--- src/rtl/mips_dmem_master.sv ---
// Purpose: CPU-side load/store initiator for the word-addressed DataMem_* bus.
// Latency: Each request is answered by one rsp_valid pulse. A load with a 1-cycle memory responds 3 cycles after accept. A posted store responds after 2 cycles. A misaligned request responds after 1 cycle. A timeout responds after TIMEOUT_CYCLES+1 cycles.
// Backpressure: One request at a time. req_ready is high only in IDLE. rsp_valid is a one-cycle pulse with no ready.
// Ports: clock/reset_n; req_* request channel (valid/ready); rsp_* completion pulse with
//   extended load data and error code; DataMem_* word-addressed memory bus, big-endian lanes.
module mips_dmem_master #(
  parameter int unsigned TIMEOUT_CYCLES = 255,
  parameter bit          WRITE_ACK      = 1'b0
) (
  input  logic        clock,
  input  logic        reset_n,
  input  logic        req_valid,
  output logic        req_ready,
  input  logic        req_write,
  input  logic [1:0]  req_size,
  input  logic        req_signed,
  input  logic [31:0] req_addr,
  input  logic [31:0] req_wdata,
  output logic        rsp_valid,
  output logic [31:0] rsp_rdata,
  output logic [1:0]  rsp_err,
  output logic        DataMem_Read,
  output logic [3:0]  DataMem_Write,
  output logic [29:0] DataMem_Address,
  output logic [31:0] DataMem_Out,
  input  logic [31:0] DataMem_In,
  input  logic        DataMem_Ready
);

  // Counter value on the last waiting cycle before giving up.
  localparam logic [15:0] TimeoutLast = 16'(TIMEOUT_CYCLES - 1);

  typedef enum logic [1:0] {IDLE = 2'd0, RD = 2'd1, WR = 2'd2, RSP = 2'd3} state_t;

  state_t      state, nextState;
  logic [15:0] waitCnt;
  logic [1:0]  offsetQ, sizeQ, errQ;
  logic        signedQ;
  logic [29:0] wordAddrQ;
  logic [31:0] wdataQ, rdataQ;
  logic [3:0]  strobeQ;

  logic        accept, waiting, timedOut, reqMisaligned;
  logic [3:0]  reqStrobe;
  logic [31:0] reqData, loadValue;
  logic [7:0]  loadByte;
  logic [15:0] loadHalf;

  assign accept  = req_valid && (state == IDLE);
  // Only states that wait on DataMem_Ready run the timeout counter.
  assign waiting = (state == RD) || ((state == WR) && WRITE_ACK);
  assign timedOut = waiting && !DataMem_Ready && (waitCnt == TimeoutLast);

  // Lane strobes and replicated write data for the incoming request.
  always_comb begin
    reqStrobe     = 4'b1111;
    reqData       = req_wdata;
    reqMisaligned = 1'b0;
    case (req_size)
      2'd0: begin
        reqStrobe = 4'b1000 >> req_addr[1:0];
        reqData   = {4{req_wdata[7:0]}};
      end
      2'd1: begin
        reqStrobe     = req_addr[1] ? 4'b0011 : 4'b1100;
        reqData       = {2{req_wdata[15:0]}};
        reqMisaligned = req_addr[0];
      end
      default: reqMisaligned = (req_addr[1:0] != 2'b00);
    endcase
  end

  // Big-endian lane extraction: offset 0 is the most significant byte.
  always_comb begin
    case (offsetQ)
      2'd0:    loadByte = DataMem_In[31:24];
      2'd1:    loadByte = DataMem_In[23:16];
      2'd2:    loadByte = DataMem_In[15:8];
      default: loadByte = DataMem_In[7:0];
    endcase
    loadHalf = offsetQ[1] ? DataMem_In[15:0] : DataMem_In[31:16];
    case (sizeQ)
      2'd0:    loadValue = signedQ ? {{24{loadByte[7]}}, loadByte} : {24'd0, loadByte};
      2'd1:    loadValue = signedQ ? {{16{loadHalf[15]}}, loadHalf} : {16'd0, loadHalf};
      default: loadValue = DataMem_In;
    endcase
  end

  // State register
  always_ff @(posedge clock or negedge reset_n) begin
    if (!reset_n) state <= IDLE;
    else          state <= nextState;
  end

  // Next-state logic
  always_comb begin
    nextState = state;
    case (state)
      IDLE: if (accept) nextState = reqMisaligned ? RSP : (req_write ? WR : RD);
      RD:   if (DataMem_Ready || timedOut) nextState = RSP;
      WR:   if (!WRITE_ACK || DataMem_Ready || timedOut) nextState = RSP;
      default: nextState = IDLE;
    endcase
  end

  // Request capture, load data capture and wait counter
  always_ff @(posedge clock or negedge reset_n) begin
    if (!reset_n) begin
      waitCnt   <= '0;
      offsetQ   <= '0;
      sizeQ     <= '0;
      signedQ   <= 1'b0;
      errQ      <= '0;
      wordAddrQ <= '0;
      wdataQ    <= '0;
      strobeQ   <= '0;
      rdataQ    <= '0;
    end else if (accept) begin
      waitCnt <= '0;
      offsetQ <= req_addr[1:0];
      sizeQ   <= req_size;
      signedQ <= req_signed;
      rdataQ  <= '0;
      errQ    <= reqMisaligned ? 2'b01 : 2'b00;
      // A misaligned request never touches the bus, so leave the bus registers alone.
      if (!reqMisaligned) begin
        wordAddrQ <= req_addr[31:2];
        wdataQ    <= reqData;
        strobeQ   <= reqStrobe;
      end
    end else if (waiting) begin
      if (DataMem_Ready) begin
        if (state == RD) rdataQ <= loadValue;
      end else if (timedOut) begin
        errQ <= 2'b10;
      end else begin
        waitCnt <= waitCnt + 16'd1;
      end
    end
  end

  // Outputs. Read drops combinationally on Ready so the memory sees exactly one read.
  always_comb begin
    req_ready     = (state == IDLE);
    rsp_valid     = (state == RSP);
    rsp_rdata     = (state == RSP) ? rdataQ : 32'd0;
    rsp_err       = (state == RSP) ? errQ : 2'b00;
    DataMem_Read  = (state == RD) && !DataMem_Ready;
    DataMem_Write = (state == WR) ? strobeQ : 4'b0000;
  end

  assign DataMem_Address = wordAddrQ;
  assign DataMem_Out     = wdataQ;

endmodule

--- config.mk ---
export PLATFORM = sky130hd
export DESIGN_NAME = mips_dmem_master
export DESIGN_NICKNAME = d
export VERILOG_FILES = /design/src/rtl/mips_dmem_master.sv
export SDC_FILE = /design/constraint.sdc
export NUM_CORES = 1
export LEC_CHECK = 0
export ABC_AREA = 1
export BUFFER_PORTS_ARGS = -buffer_cell sky130_fd_sc_hd__buf_4
export CAP_MARGIN = 20
export CORE_ASPECT_RATIO = 1.2
export CORE_MARGIN = 2
export CORE_UTILIZATION = 25
export DETAILED_ROUTE_END_ITERATION = 8
export PLACE_DENSITY = 0.54
export SETUP_SLACK_MARGIN = 0.1
export SLEW_MARGIN = 20
export SYNTH_ARGS = -nofsm -noshare
export SYNTH_HDL_FRONTEND = slang
export SYNTH_SLANG_ARGS = --single-unit
--- constraint.sdc ---
create_clock -name clock -period 1.8 [get_ports clock]
set_input_delay 0.18 -clock clock [delete_from_list [all_inputs] [get_ports clock]]
set_output_delay 0.18 -clock clock [all_outputs]
set_load 0.01 [all_outputs]
==> qor.csv <==
stage,metric,value,unit
pwr,leakage power,5.41,nW
synthesis,register area share after synthesis,48.1,%
drt,DR iter-0 viols,264,
sta,RSZ-0062 raised after global routing,true,
pwr,Reg power frac,31.6,%
final_layout,nets@finish,1277,
final_layout,antenna diode count,0,
pwr,Net Switching,5.77,mW
worst_setup_path,reg2reg end,rdataQ[9],
sta,fin crit period,1740,ps
worst_setup_path,Reg-to-Reg Start,state[0],
synthesis,Synth top area share,48.1,%
worst_setup_path,buffer and inverter count on the worst path,4,
worst_hold_path,min-delay src,req_wdata[5],
pwr,PwrDens,1500,nW/um^2
status,status,"finished, final reports clean",
global_route,initial antenna violation count,0,
die,die width,150,um
sta,Finish-stage setup viols,0,
pwr,VDD IR max,0.780,mV
synthesis,synthesized area per cell,7.17,um^2
clock_tree,CTS Buf Count,17,
worst_setup_path,Startpoint Class,register,
worst_setup_path,crit end category,output port,
sta,Fmax,575,MHz
worst_setup_path,Crit. path cell count,6,
pwr,Comb pwr share,44.7,%
die,Die Span Y,179,um
die,Ports,207,
global_route,GRT overflow,0,
final_layout,"commonest non-fill, non-tap cell in the layout",nand2_1,
worst_hold_path,Worst Hold Depth,3,
placed_design,Buffers on Ports,206,
synthesis,Seq cells post-synth,123,
synthesis,syn nets,1003,
global_route,vias in the first global route,6728,
drt,routed vias,6742,
clock_tree,Sink Count,123,
worst_setup_path,slowest CP cell,dfrtp_1,
die,Initial Util,25.3,%
sta,Final Hold Fails,0,
final_layout,"commonest cells after routing, fill and taps aside","nand2_1 (400), buf_4 (234), dfrtp_1 (122)",
worst_setup_path,R2R setup slack,100,ps
synthesis,"Cell Area, Synth",6400,um^2
die,Core ar.,25300,um^2
die,Die Area,26900,um^2
placed_design,RePlAce Congestion,0.836,
worst_setup_path,WP data required,1620,ps
worst_setup_path,CP cell instances,buf_6 > ha_4 > buf_12 > nand2_1 > inv_1 > buf_4,
placed_design,Post-DP HPWL,15.6,mm
synthesis,Syn Inst Count,893,
clock_tree,CTS root buffer,clkbuf_16,
drt,aggregate routed wire length,22.5,mm
drt,DRC Markers,0,
global_route,Total GRT Usage,16.6,%
final_layout,Layout Cells excl Fill,1510,
synthesis,"area leader, netlist",dfrtp_1,
sta,period utilization,96.6,%
clock_tree,CTS max path bufs,2,
worst_setup_path,Worst path max stage delay,410,ps
worst_setup_path,CP max FO,19,
pwr,Clock Power Share,23.7,%
worst_setup_path,Worst EP arrival,1560,ps
worst_hold_path,HP Class,input pin to register,
drt,Post-DRT Antenna Nets,0,
clock_tree,"Reg clk slew, reported paths",60,ps
drt,Initial DRT Pass Iterations,6,
run,Max-Cap Viols,0,
synthesis,Synth area leaders,"dfrtp_1 (48%), nand2_1 (24%), nor2_1 (5.7%)",
drt,via/cell ratio,4.46,
worst_hold_path,Hold Path Sink,DataMem_Out[5],
sta,Max-slew headroom,75.0,%
clock_tree,TritonCTS clock tree,done,
global_route,first-pass GRT wire length,35.0,mm
synthesis,Yosys warnings,0,
worst_setup_path,worst reg2reg path depth,11,
final_layout,area grow syn2layout,54.2,%
sta,Fin Clk Skew,16.0,ps
die,Rows,64,
sta,Hold Slack,15.8,ps
pwr,Int Power,9.02,mW
pwr,Switching Share,39.0,%
worst_setup_path,Crit Path Class,register to output port,
clock_tree,worst-skew pair later-pin latency,430,ps
global_route,largest net degree at the start of global routing,55,
drt,drt wl/cell,14.9,um
placed_design,Placed Cells,1431,
final_layout,share of cells above drive strength 1,28.2,%
synthesis,number of distinct library cells after synthesis,31,
sta,Slew Limit Fails,0,
worst_setup_path,kind of cell adding the most delay to the critical path,buffers and inverters,
clock_tree,H-Tree Depth,4,
sta,Worst Max-Slew Pin Slew,374,ps
## power groups by stage
stage,clock [mW],combinational [mW],sequential [mW]
after floorplan,0,2.98,4.85
after detailed placement,0,5.95,4.65
after CTS,3.59,6.10,4.65
final,3.50,6.61,4.68
after global placement,0,5.89,4.65
after global routing,3.71,7.42,4.83
## stage by stage
stage	setup WS (ps)	area [um^2]	util [%]	power, mW	TNS, ps
2_1_floorplan	110	6400	-	7.83	0
3_3_place_gp	-192	8520	33.7	10.5	-1540
3_5_place_dp	-185	8520	33.7	10.6	-1760
4_1_cts	10.1	9520	37.6	14.3	0
5_1_grt	-2.82	9870	39.0	16.0	-8.35
6_report	60.4	9870	39.0	14.8	0
## worst max path at each step
| stage | to | slack (ps) | start |
|---|---|---|---|
| floorplan | DataMem_Out[13] | 110 | state[0] |
| global placement | state[1] | -190 | state[1] |
| detailed placement | state[0] | -190 | state[1] |
| CTS | rsp_rdata[11] | 10 | state[1] |
| global route | rsp_rdata[0] | -3 | state[0] |
| finish | rsp_rdata[11] | 60 | state[0] |
## layer usage
| metal | up-vias | wire length [um] | GRT usage (%) |
|---|---|---|---|
| li1 | 3324 | - | - |
| met4 | 0 | 356 | 4.64 |
| met1 | 3136 | 9240 | 20.2 |
| met5 | - | 0 | 0 |
| met2 | 261 | 10800 | 28.0 |
| met3 | 21 | 2090 | 5.80 |
## worst reg2reg max path, cell delays in order (launching register included)
cell	delay, ps
dfrtp_1	410
inv_1	130
ha_2	220
nand2_4	70
inv_4	100
buf_6	150
nor2_4	50
inv_4	100
clkbuf_16	180
a21oi_1	50
nand2_1	80
nand2_1	50
## final cells by class
class | instances | area (um^2)
clock buffers | 18 | 439
fillers | 2707 | 15400
flip-flops and latches | 123 | 3080
inverters | 83 | 338
multi-input cells | 651 | 2980
clock inverters | 14 | 156
repair buffers | 290 | 2450
well taps | 330 | 413
repair inverters | 1 | 11.3
## synthesized netlist by cell type, drive strengths merged
| cell | count |
|---|---|
| o21a | 6 |
| nand3 | 15 |
| dfrtp | 123 |
| ha | 6 |
| a21oi | 27 |
| a21o | 1 |
| clkbuf | 20 |
| nand2 | 415 |
| o211ai | 1 |
| a41oi | 4 |
| xor2 | 5 |
| o21bai | 1 |
| clkinv | 2 |
| o221ai | 6 |
| nor2 | 100 |
| inv | 81 |
| buf | 17 |
| nand4 | 13 |
| o21ai | 37 |
| xnor2 | 1 |
| a31oi | 12 |
## state kept, by name, indices dropped and copies added (netlist names)
signal and flops:
DataMem_Out 32, rdataQ 32, DataMem_Address 30, waitCnt 16, strobeQ 4, errQ 2, offsetQ 2, sizeQ 2
state 2, signedQ 1
## timing repair
item | CTS | global route
buffers inserted | 2 | 5
hold endpoints to repair | 157 | 0
pin swaps | 0 | 12
resized for setup | 10 | 63
hold buffers | 35 | 0
endpoints found under the setup margin | 95 | 148
gates cloned | 0 | 5
## cell families (layout without fill, tap and decap cells)
kind of cell,after synthesis,after routing,share of synthesized area [%]
DFF,123,123,48.1
and+or+nand+nor,543,544,33.5
buffers and inverters,120,406,7.82
AOI/OAI and AO/OA,95,95,8.60
adders and majority gates,6,6,1.17
xor gates and xnor gates,6,6,0.821
(Power assumes the default switching activity.)
